[config.mk]
export PLATFORM = sky130hd
export DESIGN_NAME = regfile_dump_reader_flat
export DESIGN_NICKNAME = d
export VERILOG_FILES = /design/src/rtl/regdump_pkg.sv /design/src/rtl/regfile_dump_reader_if.sv /design/src/rtl/regfile_dump_reader.sv /design/src/flat_wrapper.sv
export SDC_FILE = /design/constraint.sdc
export NUM_CORES = 1
export LEC_CHECK = 0
export ABC_AREA = 1
export BUFFER_PORTS_ARGS = -buffer_cell sky130_fd_sc_hd__buf_2
export CAP_MARGIN = 10
export CORE_ASPECT_RATIO = 0.7
export CORE_UTILIZATION = 45
export DETAILED_ROUTE_END_ITERATION = 12
export GPL_TIMING_DRIVEN = 0
export PLACE_DENSITY_LB_ADDON = 0.2
export REMOVE_ABC_BUFFERS = 1
export SLEW_MARGIN = 15
export SYNTH_ARGS = -nofsm -noshare
export SYNTH_HDL_FRONTEND = slang
export SYNTH_SLANG_ARGS = --single-unit
export TNS_END_PERCENT = 10
[constraint.sdc]
create_clock -name clk -period 1.9 [get_ports clk]
set_input_delay 0.38 -clock clk [delete_from_list [all_inputs] [get_ports clk]]
set_output_delay 0.38 -clock clk [all_outputs]
set_load 0.03 [all_outputs]
[src/rtl/regdump_pkg.sv]
// rtl/regdump_pkg.sv - shared types and constants for the register file dump reader
// REGDUMP_SKIP_X0_EN selects a walk that starts at x1 instead of x0.
package regdump_pkg;

  typedef enum logic [1:0] {
    IDLE,
    READ,
    HOLD,
    FINISH
  } state_t;

  localparam int NUM_REGS_DEF = 32;
  localparam int ADDR_W_DEF   = 5;
  localparam int DATA_W_DEF   = 32;

`ifdef REGDUMP_SKIP_X0_EN
  // x0 is hardwired zero, so it carries no information worth emitting
  localparam int FIRST_ADDR = 1;
`else
  localparam int FIRST_ADDR = 0;
`endif

endpackage

[src/rtl/regfile_dump_reader_if.sv]
// rtl/regfile_dump_reader_if.sv - control, register file read port and beat stream of the dump reader
// master is the dump engine; slave is the controller / register file / beat consumer side.
interface regfile_dump_reader_if
  import regdump_pkg::*;
#(
  parameter int ADDR_W = ADDR_W_DEF,
  parameter int DATA_W = DATA_W_DEF
);

  logic              start;
  logic              abort;
  logic              busy;
  logic              done;
  logic [ADDR_W-1:0] rf_raddr;
  logic [DATA_W-1:0] rf_rdata;
  logic              out_valid;
  logic              out_ready;
  logic [ADDR_W-1:0] out_addr;
  logic [DATA_W-1:0] out_data;
  logic              out_last;

  modport master (
    input  start, abort, rf_rdata, out_ready,
    output busy, done, rf_raddr, out_valid, out_addr, out_data, out_last
  );

  modport slave (
    output start, abort, rf_rdata, out_ready,
    input  busy, done, rf_raddr, out_valid, out_addr, out_data, out_last
  );

endinterface

[src/rtl/regfile_dump_reader.sv]
// rtl/regfile_dump_reader.sv - walks the register file addresses and streams {addr, data} beats
// REGDUMP_SKIP_X0_EN (via regdump_pkg) starts the walk at x1.
module regfile_dump_reader
  import regdump_pkg::*;
#(
  parameter int NUM_REGS = NUM_REGS_DEF,
  parameter int ADDR_W   = ADDR_W_DEF,
  parameter int DATA_W   = DATA_W_DEF
) (
  input  logic                   clk,
  input  logic                   rst,
  regfile_dump_reader_if.master  bus
);

  localparam logic [ADDR_W-1:0] LAST_ADDR  = ADDR_W'(NUM_REGS - 1);
  localparam logic [ADDR_W-1:0] START_ADDR = ADDR_W'(FIRST_ADDR);

  state_t            r_state;
  logic [ADDR_W-1:0] r_counter;
  logic              r_busy;
  logic              r_done;
  logic              r_out_valid;
  logic [ADDR_W-1:0] r_out_addr;
  logic [DATA_W-1:0] r_out_data;
  logic              r_out_last;

  always_ff @(posedge clk or posedge rst) begin
    if (rst) begin
      r_state     <= IDLE;
      r_counter   <= '0;
      r_busy      <= 1'b0;
      r_done      <= 1'b0;
      r_out_valid <= 1'b0;
      r_out_addr  <= '0;
      r_out_data  <= '0;
      r_out_last  <= 1'b0;
    end else if (r_state != IDLE && bus.abort) begin
      // abort beats a pending acceptance and suppresses the done pulse
      r_state     <= IDLE;
      r_counter   <= '0;
      r_busy      <= 1'b0;
      r_done      <= 1'b0;
      r_out_valid <= 1'b0;
    end else begin
      case (r_state)
        IDLE: begin
          r_done <= 1'b0;
          if (bus.start) begin
            r_counter <= START_ADDR;
            r_busy    <= 1'b1;
            r_state   <= READ;
          end
        end
        READ: begin
          r_out_data  <= bus.rf_rdata;
          r_out_addr  <= r_counter;
          r_out_last  <= (r_counter == LAST_ADDR);
          r_out_valid <= 1'b1;
          r_state     <= HOLD;
        end
        HOLD: begin
          if (bus.out_ready) begin
            r_out_valid <= 1'b0;
            if (r_out_last) begin
              r_done  <= 1'b1;
              r_state <= FINISH;
            end else begin
              r_counter <= r_counter + ADDR_W'(1);
              r_state   <= READ;
            end
          end
        end
        FINISH: begin
          r_done    <= 1'b0;
          r_busy    <= 1'b0;
          r_counter <= '0;
          r_state   <= IDLE;
        end
        default: begin
          r_busy      <= 1'b0;
          r_done      <= 1'b0;
          r_out_valid <= 1'b0;
          r_counter   <= '0;
          r_state     <= IDLE;
        end
      endcase
    end
  end

  // counter is cleared on every return to IDLE, so it doubles as the idle read address
  assign bus.rf_raddr  = r_counter;
  assign bus.busy      = r_busy;
  assign bus.done      = r_done;
  assign bus.out_valid = r_out_valid;
  assign bus.out_addr  = r_out_addr;
  assign bus.out_data  = r_out_data;
  assign bus.out_last  = r_out_last;

endmodule
[src/flat_wrapper.sv]
// flat-port wrapper written by rule: the top's interface ports become plain ports
module regfile_dump_reader_flat import regdump_pkg::*;
#(
  parameter int NUM_REGS = NUM_REGS_DEF,
  parameter int ADDR_W   = ADDR_W_DEF,
  parameter int DATA_W   = DATA_W_DEF
)
  (clk, rst, bus_start, bus_abort, bus_rf_rdata, bus_out_ready, bus_busy, bus_done, bus_rf_raddr, bus_out_valid, bus_out_addr, bus_out_data, bus_out_last);
  regfile_dump_reader_if #(.ADDR_W(ADDR_W), .DATA_W(DATA_W)) bus_i ();
  input  logic clk;
  input  logic rst;
  input wire logic [$bits(bus_i.start)-1:0] bus_start;
  input wire logic [$bits(bus_i.abort)-1:0] bus_abort;
  input wire logic [$bits(bus_i.rf_rdata)-1:0] bus_rf_rdata;
  input wire logic [$bits(bus_i.out_ready)-1:0] bus_out_ready;
  output wire logic [$bits(bus_i.busy)-1:0] bus_busy;
  output wire logic [$bits(bus_i.done)-1:0] bus_done;
  output wire logic [$bits(bus_i.rf_raddr)-1:0] bus_rf_raddr;
  output wire logic [$bits(bus_i.out_valid)-1:0] bus_out_valid;
  output wire logic [$bits(bus_i.out_addr)-1:0] bus_out_addr;
  output wire logic [$bits(bus_i.out_data)-1:0] bus_out_data;
  output wire logic [$bits(bus_i.out_last)-1:0] bus_out_last;
  assign bus_i.start = bus_start;
  assign bus_i.abort = bus_abort;
  assign bus_i.rf_rdata = bus_rf_rdata;
  assign bus_i.out_ready = bus_out_ready;
  assign bus_busy = bus_i.busy;
  assign bus_done = bus_i.done;
  assign bus_rf_raddr = bus_i.rf_raddr;
  assign bus_out_valid = bus_i.out_valid;
  assign bus_out_addr = bus_i.out_addr;
  assign bus_out_data = bus_i.out_data;
  assign bus_out_last = bus_i.out_last;
  regfile_dump_reader #(.NUM_REGS(NUM_REGS), .ADDR_W(ADDR_W), .DATA_W(DATA_W)) u_core (.clk(clk), .rst(rst), .bus(bus_i));
endmodule
==> impl_metrics.py <==
metrics = {
    "outcome": {
        "status": "finished, final reports clean",
    },
    "detailed_routing": {
        "drt_first_pass_iters": 7,
        "ant_nets": 0,
        "vias": 1935,
        "wirelength_um": 5000,
        "detail_route.iter0.violations": 157,
        "drc": 0,
        "via_per_inst": 4.96,
        "routedWlPerCell_um": 12.8,
    },
    "timing": {
        "period_needed_ns": 1.74,
        "worstMarginPinSlew_ns": 0.480,
        "fmax_ghz": 0.575,
        "finalHoldViolCount": 0,
        "finalWorstSetupSlack_ns": 0.161,
        "min_period_over_period": 0.915,
        "finClkSkew_ns": 0.00685,
        "timing.max_slew.rel_slack": 0.680,
        "setup_viol": 0,
        "slew_viol_final": 0,
    },
    "placement": {
        "place.gp.congestion": 0.869,
        "dp.cells": 382,
        "hpwl_um": 3240,
        "post-place-ws_ns": -0.489,
        "port_buffers": 82,
    },
    "clocking": {
        "post_cts_buffers": 0,
        "clk_pin_slew_ns": 0.09,
        "cts_htree_levels": 2,
        "clkLatencyLatePin_ns": 0.29,
        "clk_path_buf_depth": 2,
        "hold_buffers": 0,
        "numCtsBuffers": 5,
        "clock-root-buffer": "clkbuf_8",
        "cts_tree": "done",
        "clock-sinks": 48,
    },
    "power_and_ir_drop": {
        "total_power_w": 0.00473,
        "leakage_nw": 1.58,
        "pwr_density_cell_nw_per_um2": 1740,
        "ir_drop_mv": 0.891,
    },
    "grt": {
        "groute.usage.overall": 0.199,
        "antenna_found_initial": 0,
        "overflow": 0,
        "grt_pass1_wl_um": 7780,
        "grt_pass1_vias": 1702,
        "grt_max_degree": 46,
    },
    "worst_setup_path": {
        "r2r_cells": 9,
        "criticalPathCategory": "reg -> reg",
        "crit_path_end_kind": "flop",
        "r2r_start": "u_core.r_state[0]",
        "cpPeakStageDelay_ns": 0.44,
        "crit_end": "u_core.bus.rf_raddr[2]",
        "critical_path.max_fanout": 23,
        "r2r_setup_slack_ns": 0.16,
        "start_kind": "flop",
        "worstPathRequired_ns": 2.14,
        "crit_chain": "inv_1 > ha_1 > inv_2 > nand2_8 > nand2_2 > nand2_2 > nor2_4 > nand2_1 > nand2_1",
        "critPathLaunch": "u_core.r_state[0]",
        "arrival_ns": 1.97,
        "r2r_end": "u_core.bus.rf_raddr[2]",
        "crit_slowest_cell": "dfrtp_2",
    },
    "yosys": {
        "syn_inst": 256,
        "yosysUniqueCellTypes": 19,
        "netlist.area_leader.share": 0.558,
        "yosys_warnings": 0,
        "yosys.area.top_type": "dfrtp_1",
        "syn_avg_cell_area_um2": 8.41,
        "synthTopCellsByArea": "dfrtp_1, nand2_1, nand3_1",
        "ys_seq_elements": 48,
        "syn_area_um2": 2150,
        "ys_seq_area_frac": 0.558,
    },
    "cells_and_area": {
        "fin_nets": 378,
        "layout_commonest_cell": "nand2_1",
        "mostFrequentLayoutCells": "nand2_1, buf_2, dfrtp_1",
        "drive_gt1_frac": 0.301,
        "finalNonFillerCells": 390,
        "syn_to_final_growth_pct": 26.2,
        "antenna_cells": 0,
    },
    "floorplan": {
        "pin_count": 83,
        "die_w_um": 84.7,
        "die-height_um": 59.9,
        "core.rowCount": 20,
        "initial_utilization": 0.483,
        "core_um2": 4450,
        "die-area_um2": 5070,
    },
    "worst_hold_path": {
        "min_path_type": "in -> async",
    },
    "run": {
        "cap_violations": 0,
    },
}
-- flip-flops by register name, indices dropped and copies added (netlist names) --
register              count
u_core.bus.done           1
u_core.bus.out_valid      1
u_core.r_state            2
u_core.bus.out_last       1
u_core.bus.out_data      32
u_core.bus.rf_raddr       5
u_core.bus.out_addr       5
u_core.bus.busy           1
-- kinds of logic after synthesis --
group,count (synthesis),share of synthesized area
compound gates,12,0.0291
xor+xnor,1,0.00407
fa+ha+maj,6,0.0349
buf+inv,23,0.0477
flops,48,0.558
simple gates,166,0.326
-- worst min-delay path by stage --
stage	start	end	slack, ns	cells past startpoint
finish	rst	u_core.bus.out_data[6]	0.08	2
global route	rst	u_core.bus.out_data[6]	0.10	2
CTS	rst	u_core.bus.out_data[6]	0.08	2
detailed placement	rst	u_core.bus.out_data[20]	0.41	2
global placement	u_core.bus.out_data[13]	u_core.bus.out_data[13]	0.45	2
floorplan	u_core.r_state[1]	u_core.r_state[1]	0.50	2
-- worst max-delay path, delay by kind of cell (launching register included) --
kind	cells	cell delay, ns
AND/OR/NAND/NOR	6	0.73
adder cells (fa/ha/maj)	1	0.25
flip-flops	1	0.44
buffers and inverters	2	0.26
-- layout make-up --
| type | instances | area, µm² |
|---|---|---|
| clock buffer | 6 | 72.6 |
| clock inverter | 1 | 5.00 |
| fill | 422 | 1740 |
| inverter | 11 | 41.3 |
| multi-input combinational | 186 | 895 |
| sequential | 48 | 1200 |
| tap | 55 | 68.8 |
| timing repair buffer | 83 | 430 |
-- what timing repair did --
item                       4_1_cts  5_1_grt
gates resized for setup          4        1
pin swaps                        0        1
setup endpoints to repair       39       28
gates cloned                     0        1
-- cells in the mapped netlist (all sizes together) --
cell / n
nand3b: 1
ha: 6
a21oi: 5
nand2: 115
inv: 11
nor2: 12
clkbuf: 1
xnor2: 1
buf: 11
nand3: 38
a211oi: 1
o21ai: 6
dfrtp: 48
-- layer usage --
metal	routed length (µm)	GRT usage	up-vias
met2	2120	0.303	76
li1	-	-	965
met1	2490	0.279	892
met3	382	0.0635	2
met4	10	0.0508	0
met5	0	0	-
-- metrics by stage --
stage                     setup TNS (ns)  hold slack [ns]  instance area, µm²   util
final                                  0           0.0758                2720  0.610
after global routing          -0.0000948            0.105                2720  0.610
after CTS                              0           0.0846                2700  0.607
after detailed placement          -15.76            0.407                2590  0.582
after global placement            -52.82            0.448                2570  0.577
after floorplan                    -9.38            0.503                2090      -
-- report_power, final --
part	total [W]	switching [W]	leakage [nW]	internal, W
combinational	0.00250	0.00180	0.929	0.000698
sequential	0.00166	0.000236	0.611	0.00143
clock	0.000569	0.000318	0.0410	0.000251
No activity file was read; power rests on OpenSTA's default activity.
